### config.mk
export PLATFORM = sky130hd
export DESIGN_NAME = calc_alu_seq
export DESIGN_NICKNAME = d
export VERILOG_FILES = /design/src/rtl/calc_pkg.sv /design/src/rtl/bin2bcd_dd.sv /design/src/rtl/calc_alu_seq.sv
export SDC_FILE = /design/constraint.sdc
export NUM_CORES = 1
export LEC_CHECK = 0
export ABC_CLOCK_PERIOD_IN_PS = 6200
export CAP_MARGIN = 20
export CELL_PAD_IN_SITES_DETAIL_PLACEMENT = 1
export CELL_PAD_IN_SITES_GLOBAL_PLACEMENT = 1
export CORE_ASPECT_RATIO = 1.25
export CORE_MARGIN = 8
export CORE_UTILIZATION = 40
export DETAILED_ROUTE_END_ITERATION = 8
export PLACE_DENSITY_LB_ADDON = 0.1
export SETUP_SLACK_MARGIN = 0.02
export SYNTH_ARGS = -nofsm -noshare
export SYNTH_HDL_FRONTEND = slang
export SYNTH_SLANG_ARGS = --single-unit
export TNS_END_PERCENT = 10
### constraint.sdc
create_clock -name CLK_1K -period 6.2 [get_ports CLK_1K]
set_input_delay 1.24 -clock CLK_1K [delete_from_list [all_inputs] [get_ports CLK_1K]]
set_output_delay 1.24 -clock CLK_1K [all_outputs]
set_load 0.1 [all_outputs]
### src/rtl/calc_pkg.sv
// Shared constants, opcodes and FSM state type for the calculator arithmetic sequencer.
package calc_pkg;

    localparam int DIGITS = 6;
    localparam int BIN_W  = 20;

    localparam logic [3:0] OP_ADD = 4'ha;
    localparam logic [3:0] OP_SUB = 4'hb;
    localparam logic [3:0] OP_MUL = 4'hc;
    localparam logic [3:0] OP_DIV = 4'hd;
    localparam logic [3:0] KEY_EQ = 4'he;

    localparam logic [23:0]      SAT_BCD = 24'h999999;
    localparam logic [BIN_W-1:0] MAX_BIN = 20'd999999;

    typedef enum logic [2:0] {
        IDLE,
        LOAD,
        EXEC,
        CONV,
        DONE
    } state_t;

    // Double-dabble adjust: add 3 to every BCD digit that is 5 or more.
    function automatic logic [23:0] dabble(input logic [23:0] bcd);
        logic [23:0] adj;
        adj = bcd;
        for (int i = 0; i < DIGITS; i++) begin
            if (bcd[4*i +: 4] >= 4'd5)
                adj[4*i +: 4] = bcd[4*i +: 4] + 4'd3;
        end
        return adj;
    endfunction

endpackage

### src/rtl/bin2bcd_dd.sv
// Sequential 20-bit binary to 6-digit BCD converter (double-dabble, one bit per cycle).
// The load edge consumes the first bit; busy for 19 more edges, then ready until the next load.
module bin2bcd_dd
    import calc_pkg::*;
(
    input  logic        clk,
    input  logic        rstn,
    input  logic        load,
    input  logic [19:0] bin_in,
    output logic        busy,
    output logic        ready,
    output logic [23:0] bcd_out
);

    logic [19:0] sh;
    logic [4:0]  cnt;
    logic [23:0] adj;

    assign adj = dabble(bcd_out);

    always_ff @(posedge clk or negedge rstn) begin
        if (!rstn) begin
            sh      <= '0;
            cnt     <= '0;
            busy    <= 1'b0;
            ready   <= 1'b0;
            bcd_out <= '0;
        end else if (load) begin
            // first adjust of an all-zero BCD register is a no-op, so shift immediately
            sh      <= {bin_in[18:0], 1'b0};
            bcd_out <= {23'd0, bin_in[19]};
            cnt     <= 5'd19;
            busy    <= 1'b1;
            ready   <= 1'b0;
        end else if (busy) begin
            bcd_out <= {adj[22:0], sh[19]};
            // adj[23] only matters above 999999 (result forced); park it in sh's spent low end
            sh      <= {sh[18:0], adj[23]};
            cnt     <= cnt - 5'd1;
            if (cnt == 5'd1) begin
                busy  <= 1'b0;
                ready <= 1'b1;
            end
        end
    end

endmodule

### src/rtl/calc_alu_seq.sv
// BCD add/sub/mul/div sequencer: BCD->binary load, shared iterative engine, double-dabble back.
// Fixed latency 28 (add/sub) or 47 (mul/div) edges; CALC_DIV_EN compiles in the divider.
module calc_alu_seq
    import calc_pkg::*;
(
    input  logic        CLK_1K,
    input  logic        RSTN,
    input  logic        start,
    input  logic [3:0]  opcode,
    input  logic [23:0] num_a,
    input  logic [23:0] num_b,
    output logic        busy,
    output logic        done,
    output logic [23:0] num_result,
    output logic        neg,
    output logic        ovf,
    output logic        err
);

    state_t state, state_next;

    logic [3:0]       op_q;
    logic [23:0]      dig_a, dig_b;
    logic [BIN_W-1:0] bin_a, bin_b, res_bin;
    logic [4:0]       cnt;
    logic [39:0]      acc, cur, next_acc;
    logic [20:0]      sum_ab, mul_sum;
    logic             err_q, neg_q, ovf_q;
    logic             op_ok, is_long;
    logic             conv_loaded, conv_load, conv_fin;
    logic             conv_busy, conv_ready;
    logic [23:0]      conv_bcd;
`ifdef CALC_DIV_EN
    logic [40:0]      div_sh;
    logic [19:0]      div_rem;
    logic             div_ge;
`endif

    assign busy    = (state != IDLE);
    assign is_long = (op_q == OP_MUL) || (op_q == OP_DIV);
    assign sum_ab  = {1'b0, bin_a} + {1'b0, bin_b};

`ifdef CALC_DIV_EN
    assign op_ok = (opcode == OP_ADD) || (opcode == OP_SUB) || (opcode == OP_MUL) || (opcode == OP_DIV);
`else
    assign op_ok = (opcode == OP_ADD) || (opcode == OP_SUB) || (opcode == OP_MUL);
`endif

    always_ff @(posedge CLK_1K or negedge RSTN) begin
        if (!RSTN) state <= IDLE;
        else       state <= state_next;
    end

    always_comb begin
        state_next = state;
        conv_load  = 1'b0;
        conv_fin   = 1'b0;
        case (state)
            IDLE: if (start) state_next = LOAD;
            LOAD: if (cnt == 5'd5) state_next = EXEC;
            EXEC: if (!is_long || cnt == 5'd19) state_next = CONV;
            CONV: begin
                if (!conv_loaded) begin
                    conv_load = 1'b1;
                end else if (conv_ready && !conv_busy) begin
                    conv_fin   = 1'b1;
                    state_next = DONE;
                end
            end
            DONE:    state_next = IDLE;
            default: state_next = IDLE;
        endcase
    end

    // One engine step; acc holds {high, low} halves for both shift-add and restoring division.
    always_comb begin
        cur      = (cnt == 5'd0) ? {20'd0, bin_a} : acc;
        mul_sum  = {1'b0, cur[39:20]} + (cur[0] ? {1'b0, bin_b} : 21'd0);
        next_acc = cur;
`ifdef CALC_DIV_EN
        div_sh  = {cur, 1'b0};
        div_ge  = div_sh[40:20] >= {1'b0, bin_b};
        div_rem = div_sh[39:20] - bin_b;
`endif
        if (op_q == OP_MUL)
            next_acc = {mul_sum, cur[19:1]};
`ifdef CALC_DIV_EN
        else if (op_q == OP_DIV && bin_b != '0)
            next_acc = div_ge ? {div_rem, div_sh[19:1], 1'b1} : div_sh[39:0];
`endif
    end

    always_ff @(posedge CLK_1K or negedge RSTN) begin
        if (!RSTN) begin
            op_q        <= '0;
            dig_a       <= '0;
            dig_b       <= '0;
            bin_a       <= '0;
            bin_b       <= '0;
            res_bin     <= '0;
            cnt         <= '0;
            acc         <= '0;
            err_q       <= 1'b0;
            neg_q       <= 1'b0;
            ovf_q       <= 1'b0;
            conv_loaded <= 1'b0;
            done        <= 1'b0;
            num_result  <= '0;
            neg         <= 1'b0;
            ovf         <= 1'b0;
            err         <= 1'b0;
        end else begin
            done <= conv_fin;
            case (state)
                IDLE: if (start) begin
                    op_q        <= opcode;
                    dig_a       <= num_a;
                    dig_b       <= num_b;
                    bin_a       <= '0;
                    bin_b       <= '0;
                    cnt         <= '0;
                    err_q       <= !op_ok;
                    neg_q       <= 1'b0;
                    ovf_q       <= 1'b0;
                    conv_loaded <= 1'b0;
                end
                LOAD: begin
                    bin_a <= {bin_a[16:0], 3'b000} + {bin_a[18:0], 1'b0} + {16'd0, dig_a[23:20]};
                    bin_b <= {bin_b[16:0], 3'b000} + {bin_b[18:0], 1'b0} + {16'd0, dig_b[23:20]};
                    dig_a <= {dig_a[19:0], 4'h0};
                    dig_b <= {dig_b[19:0], 4'h0};
                    if (dig_a[23:20] > 4'd9 || dig_b[23:20] > 4'd9) err_q <= 1'b1;
                    cnt <= (cnt == 5'd5) ? 5'd0 : cnt + 5'd1;
                end
                EXEC: begin
                    acc <= next_acc;
                    cnt <= cnt + 5'd1;
                    case (op_q)
                        OP_ADD: begin
                            res_bin <= sum_ab[19:0];
                            ovf_q   <= sum_ab > {1'b0, MAX_BIN};
                        end
                        OP_SUB: begin
                            if (bin_a < bin_b) begin
                                neg_q   <= 1'b1;
                                res_bin <= bin_b - bin_a;
                            end else begin
                                res_bin <= bin_a - bin_b;
                            end
                        end
                        OP_MUL: if (cnt == 5'd19) begin
                            res_bin <= next_acc[19:0];
                            ovf_q   <= next_acc > {20'd0, MAX_BIN};
                        end
`ifdef CALC_DIV_EN
                        OP_DIV: begin
                            if (bin_b == '0) err_q <= 1'b1;
                            if (cnt == 5'd19) res_bin <= next_acc[19:0];
                        end
`endif
                        default: ;
                    endcase
                end
                CONV: if (conv_load) conv_loaded <= 1'b1;
                default: ;
            endcase
            if (conv_fin) begin
                num_result <= err_q ? 24'd0 : (ovf_q ? SAT_BCD : conv_bcd);
                neg        <= !err_q && neg_q;
                ovf        <= !err_q && ovf_q;
                err        <= err_q;
            end
        end
    end

    bin2bcd_dd u_bin2bcd (
        .clk     (CLK_1K),
        .rstn    (RSTN),
        .load    (conv_load),
        .bin_in  (res_bin),
        .busy    (conv_busy),
        .ready   (conv_ready),
        .bcd_out (conv_bcd)
    );

endmodule

==> qor.txt, run 1 <==
Outcome: complete, no violations
Yosys warning count: 0
Synthesized area per cell: 8.31 um2
Final Slew Violations: 0
Final Total Pwr: 12600 uW
RSZ-0062 raised after global routing: no
# nets final: 2374
Die area: 51100 um2
Most used DFF post-synth: dfrtp_1
CP Capture Type: register
DR iter-0 viols: 573
Clock power frac: 14.6%
Core Area: 43800 um2
CTS root buf: clkbuf_16
Syn Std Cell Area: 17600 um2
Post-CTS sizing: 0
Max Clock Freq: 196 MHz
Commonest non-fill, non-tap cell in the layout: nand2_1
Placed Cells: 2688
Cts-stage hold buffer count: 0
Switching Fraction: 49.7%
Period minus WS final: 5.11 ns
Setup WS post-layout: 1.09 ns
Tightest Pin Transition: 1.01 ns
Die height: 251 um
Drt pass-1 iters: 4
Sequential Power Share: 23.5%
Post-synthesis mux area share: 3.20%
Avg WL per Cell: 19.5 um
Initial antenna violation count: 0
Largest family of logic cells by synthesized area: compound AO/OA/AOI/OAI gates
ANT cells: 0
Post-Synth XOR/XNOR Area: 4.32%
Area Growth Syn to Fin: 13.1%
# Max-Cap Violations: 0
Layout cells sized above 1: 5.72%
Port bufs: 83
DRC Markers: 0
Setup TNS: 0 ns
Sequential area share after synthesis: 34.5%
CP Class: reg -> reg
Non-Filler Instances: 2739
Syn Nets: 2349
Sink Count: 243
Clock Skews: 0.0281 ns
Most frequent cells in the layout: 349 x nand2_1, 242 x dfrtp_1, 205 x nor2_1
EDFF count, synth: 0
Initial core utilization: 40.2%
CP max FO: 26
Pint: 6330 uW
Vias in the first global route: 16361
Final ANT Viol Nets: 0
Reg clk slew, reported paths: 0.06 ns
Synth Area in Simple Gates: 19.8%
# IOs: 84
Fin Hold WS: 0.470 ns
Critical Path Start Type: register
Rel. slew slack: 32.2%
Post-synthesis adder-cell area fraction: 12.6%
WP data required: 6.66 ns
Net Sw Power: 6250 uW
H-tree depth: 1
#FFs+latches synth: 243
Clock tree buffer depth: 3
CTS tree: built
Skew-Pair Late Insertion Delay: 0.60 ns
Compound-Gate Fraction of Synth Area: 20.7%
Largest net degree at the start of global routing: 129
Die Wd: 204 um
GRT Total Usage: 20.9%
Setup violations, final: 0
DP HPWL: 39.7 mm
First-pass GRT wire length: 87.9 mm
Arrival time worst endpoint: 5.57 ns
GR Overflow Total: 0
FP Rows: 86
Routed via count: 15240
Pwr/cell area: 631 nW/um2
Synth Instances: 2122
Clock buffer count from CTS: 29
Hold crit path type: reg -> reg
DR vias/cell: 5.56
Routability Congestion: 0.839
Leakage: 0.00926 uW
Comb pwr share: 61.9%
Worst vdd ir: 0.000324 V
Setup Fix Bufs, Post-CTS: 0
Count of final hold-check violations: 0
Place WS: 1.01 ns
Total Wirelength: 53.4 mm
Async SR Flop Fraction: 100%
Distinct cell type count after synthesis: 92
Period utilization: 82.5%
critical path: stages, from the launching register on:
cell and delay, ns:
dfrtp_1 0.41, inv_1 0.11, ha_1 0.18, or4b_1 0.87, a21oi_1 0.29, buf_4 0.29, nand2b_1 0.19, inv_1 0.06
ha_1 0.27, a211o_1 0.35, a311oi_2 0.27, or2_1 0.27, a31oi_1 0.16, o41ai_2 0.27, xor2_1 0.21, o211ai_1 0.11
a2111oi_2 0.33, and4b_1 0.26, a21oi_2 0.06
power groups by stage:
| stage | Clock (uW) | Combinational [uW] | Sequential, uW |
|---|---|---|---|
| floorplan | 0 | 5820 | 2840 |
| global placement | 0 | 7580 | 2960 |
| detailed placement | 0 | 7790 | 2990 |
| CTS | 1900 | 7830 | 2970 |
| global route | 1940 | 8720 | 3060 |
| finish | 1840 | 7790 | 2960 |
sequential cells by signal (all words and copies together), names as in the netlist, 20 cells and up:
register	flops
num_result	24
acc	40
res_bin	20
bin_b	20
dig_a	24
u_bin2bcd.sh	20
u_bin2bcd.bcd_out	24
dig_b	24
bin_a	20
cells by family (layout without fill, tap and decap cells):
family                     count (synthesis)  in the layout
AOI/OAI and AO/OA                        568            568
and+or+nand+nor                          782            782
xor gates and xnor gates                  87             87
buffers and inverters                    214            259
muxes                                     56             56
DFF                                      243            243
adders and majority gates                172            172
synth_stat cells (all sizes together), types with 8 or more instances:
cell	n	area, um2
o21ai	171	860
nor3	31	160
ha	164	2050
and3	9	56.3
nand3	50	250
nor4	10	81.3
or3	12	75.1
nor2	207	777
xnor2	55	482
nand2	350	1320
or2	15	93.8
inv	103	387
mux2i	53	531
buf	31	181
nor2b	17	106
a211oi	15	118
fa	8	160
o21bai	15	113
xor2	32	280
a21o	34	255
o21a	14	105
clkbuf	79	297
nand2b	23	144
nand4	8	50.1
dfrtp	243	6080
a31oi	56	350
a22o	11	96.3
o31ai	24	180
a21oi	145	733
and2	24	150
o211ai	10	80.1
o31a	8	70.1
metrics by stage:
| step | util (%) | area [um2] |
|---|---|---|
| after floorplan | - | 17600 |
| after global placement | 43.2 | 18900 |
| after detailed placement | 43.2 | 18900 |
| after CTS | 45.5 | 19900 |
| after global routing | 45.5 | 19900 |
| final | 45.5 | 19900 |
layout make-up:
type                       instances  area, um2
fill                            5198      23900
multi-input combinational       1665      10700
sequential                       243       6080
timing repair buffer             104       1010
clock buffer                      42        835
tap                              572        716
inverter                         104        390
clock inverter                     9        169
path summary, 6_finish.rpt:
kind | startpoint | end | slack (ns) | cells after the start
setup / recovery | cnt[0] | ovf_q | 1.09 | 18
setup reg to reg | cnt[0] | ovf_q | 1.09 | 18
hold / removal | num_result[21] | num_result[21] | 0.47 | 2
max in group asynchronous | RSTN | u_bin2bcd.busy | 4.33 | 2
hold reg to reg | num_result[21] | num_result[21] | 0.47 | 2
min in group asynchronous | RSTN | err | 0.68 | 1
routing by layer:
metal	track usage, %	part of all wire [%]
met5	0	0
met4	6.04	2.4
met3	1.95	2.6
met2	38.3	52
met1	25.4	43
Power figures use the tool's default switching activity.
==> inputs of run 2 (changes only) <==
--- a/config.mk
+++ b/config.mk
@@ -5,7 +5,7 @@
 export SDC_FILE = /design/constraint.sdc
 export NUM_CORES = 1
 export LEC_CHECK = 0
-export ABC_CLOCK_PERIOD_IN_PS = 6200
+export ABC_CLOCK_PERIOD_IN_PS = 4200
 export CAP_MARGIN = 20
 export CELL_PAD_IN_SITES_DETAIL_PLACEMENT = 1
 export CELL_PAD_IN_SITES_GLOBAL_PLACEMENT = 1
==> constraint.sdc (replaced) <==
create_clock -name CLK_1K -period 4.2 [get_ports CLK_1K]
set_input_delay 0.84 -clock CLK_1K [delete_from_list [all_inputs] [get_ports CLK_1K]]
set_output_delay 0.84 -clock CLK_1K [all_outputs]
set_load 0.1 [all_outputs]
==> qor.txt, run 2 (synthesis gave the netlist of run 1 again) <==
Cts-stage hold buffer count: 0
Sequential Power Share: 21.7%
Final Slew Violations: 0
Tightest Pin Transition: 1.03 ns
Worst flop-to-flop path startpoint: cnt[0]
Routed via count: 15834
Port bufs: 83
Pint: 9930 uW
DR vias/cell: 5.58
Period utilization: 99.9%
ANT cells: 0
Area Growth Syn to Fin: 19.5%
Vias in the first global route: 17202
Final ANT Viol Nets: 0
Comb pwr share: 64.3%
Setup violations, final: 0
Initial antenna violation count: 0
Commonest non-fill, non-tap cell in the layout: nand2_1
Leakage: 0.00982 uW
DRC Markers: 0
CP Launch Point: cnt[0]
Die area: 51100 um2
Final Total Pwr: 19500 uW
CP Class: reg -> reg
GRT Total Usage: 21.7%
Fin Hold WS: 0.215 ns
Drt pass-1 iters: 5
Total Wirelength: 55.8 mm
FP Rows: 86
Period minus WS final: 4.20 ns
Skew-Pair Late Insertion Delay: 0.60 ns
Core Area: 43800 um2
Die height: 251 um
Avg WL per Cell: 19.7 um
Largest register by flop count: acc
Initial core utilization: 40.2%
Clock Skews: 0.0348 ns
H-tree depth: 1
Largest net degree at the start of global routing: 88
Clock buffer count from CTS: 30
Worst vdd ir: 0.000424 V
Fin util: 48.1%
Routability Congestion: 0.866
Critical Path Start Type: register
Layout cells sized above 1: 12.0%
Sink Count: 243
Clock tree buffer depth: 3
Pwr/cell area: 925 nW/um2
Die Wd: 204 um
First-pass GRT wire length: 91.2 mm
Clock power frac: 14.0%
GR Overflow Total: 0
Net Sw Power: 9540 uW
Hold crit path type: in -> async
Outcome: complete, no violations
DP HPWL: 41.8 mm
# IOs: 84
Fill cells: 5196
WP data required: 4.63 ns
Count of final hold-check violations: 0
CP Capture Type: register
Worst reg2reg path depth: 17
CTS tree: built
CTS root buf: clkbuf_16
# Max-Cap Violations: 0
Max Clock Freq: 238 MHz
Arrival time worst endpoint: 4.63 ns
# nets final: 2470
Setup TNS: 0 ns
RSZ-0062 raised after global routing: yes
DR iter-0 viols: 616
Reg clk slew, reported paths: 0.06 ns
Max reg flops: 40
Most frequent cells in the layout: 347 x nand2_1, 242 x dfrtp_1, 200 x nor2_1
Rel. slew slack: 31.2%
Switching Fraction: 49.0%
CP max FO: 4
-- run 2: cell count changes in the layout (fill, tap and decap cells not counted), sizes merged --
cell,previous run,this run
clkbuf,42,41
bufinv,4,3
clkinvlp,2,1
inv,104,103
clkdlybuf4s50,82,81
buf,22,118
clkinv,3,11
-- run 2: power groups by stage --
stage | registers, uW | clock network (uW) | logic [uW]
floorplan | 4190 | 0 | 8610
global placement | 4210 | 0 | 11800
detailed placement | 4250 | 0 | 12200
CTS | 4230 | 2790 | 12400
global route | 4360 | 2870 | 13900
finish | 4220 | 2740 | 12500
-- run 2: worst max-delay path, stage by stage, from the launching register on --
cell and delay, ns:
dfrtp_1 0.39, inv_2 0.08, ha_4 0.13, or4b_4 0.51
a21oi_4 0.23, nand2b_4 0.18, inv_4 0.04, ha_4 0.22
a211o_1 0.34, a311oi_2 0.31, or2_1 0.18, a31oi_2 0.11
o41ai_2 0.25, xor2_1 0.24, o211ai_1 0.15, a2111oi_2 0.35
and4b_1 0.25, a21oi_2 0.05
-- run 2: routing by layer --
metal / up-vias / global-route usage [%] / wire [um]
li1: 7634 / - / -
met1: 7890 / 26.2 / 23800
met2: 224 / 40.0 / 28900
met3: 86 / 2.02 / 1540
met4: 0 / 6.33 / 1530
met5: - / 0 / 0
-- run 2: path summary, 6_finish.rpt --
check	slack (ns)	to
setup / recovery	0.002	ovf_q
hold / removal	0.21	num_result[20]
setup reg to reg	0.002	ovf_q
hold reg to reg	0.46	num_result[1]
max in group asynchronous	3.08	bin_a[16]
min in group CLK_1K	0.46	num_result[1]
-- run 2: stage by stage --
step | setup slack, ns | cell area (um2) | cells
finish | 0.00211 | 21100 | 2838
global placement | -0.00570 | 19500 | 2758
global route | -0.228 | 21100 | 2838
floorplan | 0.0231 | 17600 | 2122
detailed placement | -0.191 | 19500 | 2759
CTS | -0.0712 | 20800 | 2831
-- run 2: timing repair --
item	in CTS	in global routing
setup buffers	17	8
pin swaps	20	26
setup endpoints to repair	1	8
resized for setup	30	37
cloned	0	0
-- run 2: area by class of cell --
class                   instances  area [um2]  area share, %
flip-flops and latches        243        6080           28.9
inverters                     104         393           1.87
clock buffers                  41         862           4.09
well taps                     572         716           3.40
multi-input cells            1665       11000           52.4
repair buffers                199        1790           8.50
clock inverters                14         184          0.874
==> inputs of run 3 (changes only) <==
--- a/config.mk
+++ b/config.mk
@@ -12,6 +12,7 @@
 export CORE_ASPECT_RATIO = 1.25
 export CORE_MARGIN = 8
 export CORE_UTILIZATION = 40
+export CTS_CLUSTER_DIAMETER = 200
 export DETAILED_ROUTE_END_ITERATION = 8
 export PLACE_DENSITY_LB_ADDON = 0.1
 export SETUP_SLACK_MARGIN = 0.02
==> results of run 3 <==
The final DEF is identical to that of run 2; final timing and power are the same.
==> edit 1: new RTL, flow settings as in run 1 <==
The 5 states of `state_t` get a one-hot encoding in 5 bits.
--- a/src/rtl/calc_pkg.sv
+++ b/src/rtl/calc_pkg.sv
@@ -13,12 +13,12 @@
     localparam logic [23:0]      SAT_BCD = 24'h999999;
     localparam logic [BIN_W-1:0] MAX_BIN = 20'd999999;
 
-    typedef enum logic [2:0] {
-        IDLE,
-        LOAD,
-        EXEC,
-        CONV,
-        DONE
+    typedef enum logic [4:0] {
+        IDLE = 5'b00001,
+        LOAD = 5'b00010,
+        EXEC = 5'b00100,
+        CONV = 5'b01000,
+        DONE = 5'b10000
     } state_t;
 
     // Double-dabble adjust: add 3 to every BCD digit that is 5 or more.
Function: same outputs for any inputs over 10 cycles, from zero or initial values and one cycle with RSTN low; not proved beyond that.
==> edit 1 against run 1 <==
Non-clock buffer count rose by 4. Cell count rose by 0.40%. Critical path depth did not move. Synthesized cell count rose by 0.24%. Sequential cell count rose by 2. Power fell by 13%. Clock power rose by 6%. Count of clock-buffer cells in the layout fell by 3. Routed wire length rose by 6.5%. Critical path type unchanged. Setup slack improved by 0.048 ns. First-iteration DRC count rose by 8.4%. Cell area rose by 0.58%. Area after synthesis barely moved.
==> edit 1: results (changes against run 1) <==
[yosys]
synth_seq_area_share_pct = 34.8  ; +0.30 points
synthAdderAreaFrac_pct = 12.6  ; about the same
yosysTopAreaCellShare_pct = 34.6  ; +0.15 points
synth_xor_area_share_pct = 2.98  ; -1.3 points
synth.area.top_cells = dfrtp_1 (35%), ha_1 (12%), nor2_1 (5.5%), nand2_1 (5.2%), o21ai_0 (5.1%)
muxShareOfSynthArea_pct = 3.04  ; -0.16 points
ys_types = 89  ; -3.3%
synth_compound_area_share_pct = 21.9  ; +1.2 points
ys_top_cells_by_count = nor2_1 (260), nand2_1 (245), dfrtp_1 (244)
syn_nets = 2354  ; +0.21%

[timing]
worst_slew_pin_slew_ns = 1.03  ; +0.0203 ns
skew_ns = 0.0384  ; +0.0103 ns

[detailed_routing]
wl_per_cell_um = 20.7  ; +6.0%
viasPerCell = 5.72  ; +2.8%

[power_and_ir_drop]
total_power_mw = 10.9  ; -13%
peakVddDrop_mv = 0.742  ; +130%
pg_comb_mw = 6.61  ; -15%
p_sw_mw = 5.27  ; -16%
leakagePower_nw = 9.05  ; -2.3%

[final_layout]
nNetsFinal = 2381  ; +0.29%
fill_cells = 5187  ; -0.21%
drive_above_1_share_pct = 5.65  ; -0.075 points

[global_route]
grt_max_degree = 110  ; -15%
grt_pass1_wl_um = 93500  ; +6.3%
grtUsageTotal_pct = 22.3  ; +1.4 points
grt_pass1_vias = 17064  ; +4.3%

[outcome]
status = finished clean

[placement]
dp_hpwl_um = 41800  ; +5.3%

[critical_path]
cp_slowest_stage_delay_ns = 0.52  ; -0.35 ns

## edit 1: cell types whose count changed after synthesis, sizes merged, moves of 8 or more
cell	run 1	this run
and2	24	37
a21o	34	22
xor2	32	17
nor3	31	42
o21ai	171	185
o32ai	0	9
a22o	11	3
nor2	207	260
o211ai	10	19
o22ai	3	57
nand2	350	246
a31oi	56	21
xnor2	55	43
inv	103	115
## edit 1: stage by stage
step | std cells | utilization [%] | cell area, sq um | hold WS (ns) | setup WS, ns
floorplan | 2127 | - | 17600 | 0.437 | 1.34
global placement | 2694 | 43.3 | 19000 | 0.450 | 1.38
detailed placement | 2694 | 43.3 | 19000 | 0.459 | 1.22
CTS | 2750 | 45.8 | 20100 | 0.473 | 1.10
global route | 2750 | 45.8 | 20100 | 0.509 | 0.706
finish | 2750 | 45.8 | 20100 | 0.470 | 1.13
## edit 1: cell type report
| class | instances | area, sq um | area share, % |
|---|---|---|---|
| clock buffers | 39 | 825 | 4.11 |
| clock inverters | 17 | 274 | 1.37 |
| inverters | 116 | 435 | 2.17 |
| multi-input cells | 1653 | 10600 | 53.0 |
| flip-flops and latches | 245 | 6130 | 30.6 |
| well taps | 572 | 716 | 3.57 |
| repair buffers | 108 | 1040 | 5.17 |
## edit 1: worst paths after layout
kind,start,to,slack [ns],depth (start not counted)
max,cnt[0],ovf_q,1.13,18
min,acc[13],acc[13],0.47,2
max reg2reg,cnt[0],ovf_q,1.13,18
min reg2reg,acc[13],acc[13],0.47,2
max in group asynchronous,RSTN,acc[33],4.24,2
min in group asynchronous,RSTN,num_result[17],0.59,1
## edit 1: layer usage
layer / wire length (um) / share of wire, % / global-route usage (%)
met5: 0 / 0 / 0
met4: 1510 / 2.7 / 6.14
met3: 1550 / 2.7 / 2.13
met2: 28600 / 50 / 40.0
met1: 25200 / 44 / 27.9
==> edit 2: new RTL, flow settings as in run 1 <==
Without the edit above. The package constant `DIGITS` goes from 6 to 5.
--- a/src/rtl/calc_pkg.sv
+++ b/src/rtl/calc_pkg.sv
@@ -1,7 +1,7 @@
 // Shared constants, opcodes and FSM state type for the calculator arithmetic sequencer.
 package calc_pkg;
 
-    localparam int DIGITS = 6;
+    localparam int DIGITS = 5;
     localparam int BIN_W  = 20;
 
     localparam logic [3:0] OP_ADD = 4'ha;
Check against the original RTL: same outputs for any inputs over 10 cycles, from zero or initial values and one cycle with RSTN low; that may be too few to reach the edited logic, so the function may still have changed.
==> edit 2 against run 1 <==
Setup slack got worse by 0.27 ns. Sequential cell count did not move. Routed wire length is 5.1% higher. Sequential power shrank 2%. Maximum frequency fell by 4.9%. Area after synthesis down 1.2%. Cell area fell by 0.58%. Clock power rose by 3%. Clock skew shrank 0.0070 ns. Cell count fell by 3.1%. Hold slack worse by 0.0067 ns. Power fell by 0.95%. Largest cell class unchanged.
==> edit 2: results (changes against run 1) <==
[power_and_ir_drop]
pg_comb_mw = 7.68  ; -1%
swShare_pct = 50.0  ; +0.30 points
leakagePower_nw = 9.06  ; -2.2%

[final_layout]
layoutNonFillerInstCount = 2655  ; -3.1%
drive_above_1_share_pct = 5.22  ; -0.51 points

[yosys]
synth_compound_area_share_pct = 20.3  ; -0.31 points
ys_top_cells_by_count = nand2_1 (268), dfrtp_1 (243), o21ai_0 (206)
synthAdderAreaFrac_pct = 12.6  ; about the same
syn_nets = 2262  ; -3.7%
synth_xor_area_share_pct = 4.02  ; -0.30 points
muxShareOfSynthArea_pct = 6.22  ; +3.0 points
ys_types = 78  ; -15%
avgSynthCellArea_sq_um = 8.55  ; +2.9%

[detailed_routing]
first_pass_iters = 6  ; +2
met1_length_um = 24000  ; +4.1%

[hold_path]
whs_endpoint = num_result[14]

[critical_path]
reg2reg_depth = 16  ; -2
cp_max_fo = 18  ; -31%

[timing]
worst_slew_pin_slew_ns = 1.08  ; +0.0657 ns
holdWs_ns = 0.463  ; -0.00675 ns

[global_route]
grt_pass1_vias = 16071  ; -1.8%
grt_max_degree = 132  ; +2.3%
grt_pass1_wl_um = 89800  ; +2.2%
grtUsageTotal_pct = 21.9  ; +1.0 points

[outcome]
status = finished clean

[placement]
numPlacedInstances = 2602  ; -3.2%
dpl_cell_area_sq_um = 18800  ; -0.83%

edit 2: changes by cell type after synthesis, sizes merged, moves of 9 or more:
cell	delta
mux2i	+44
nor2	-36
a211oi	+9
a22o	+9
nand3	-12
a31oi	-33
nand2	-82
buf	-15
a21oi	-23
o21ai	+36
nor2b	+9
clkbuf	+11
edit 2: tightest hold or removal path, stage by stage, from the launching register on:
cell     delay [ns]
dfrtp_1        0.34
nand2_1        0.05
nand2_1        0.05
edit 2: cell families (layout without fill, tap and decap cells):
| family | after synthesis | count (layout) |
|---|---|---|
| and+or+nand+nor | 667 | 667 |
| AOI/OAI and AO/OA | 562 | 562 |
| DFF | 243 | 243 |
| buffers and inverters | 208 | 261 |
| adders and majority gates | 170 | 170 |
| muxes | 107 | 107 |
| xor gates and xnor gates | 80 | 80 |
edit 2: final cells by class:
type                    count  area [sq um]
fillers                  5043         23300
multi-input cells        1586         10600
flip-flops and latches    243          6080
repair buffers            106          1020
clock buffers              38           800
well taps                 565           707
inverters                 102           383
clock inverters            15           245
edit 2: per-layer routing:
| layer | vias up | global-route usage (%) |
|---|---|---|
| met2 | 266 | 38.7 |
| met5 | - | 0 |
| met1 | 7516 | 27.2 |
| met3 | 88 | 2.12 |
| met4 | 0 | 8.32 |
| li1 | 7262 | - |
edit 2: worst max-delay path by stage:
stage,startpoint,end,slack (ns),cells past startpoint
2_1_floorplan,cnt[0],ovf_q,1.28,22
3_3_place_gp,cnt[0],ovf_q,1.19,16
3_5_place_dp,cnt[0],ovf_q,0.84,16
4_1_cts,cnt[0],ovf_q,0.82,16
5_1_grt,cnt[0],ovf_q,0.38,16
6_report,cnt[0],ovf_q,0.82,16
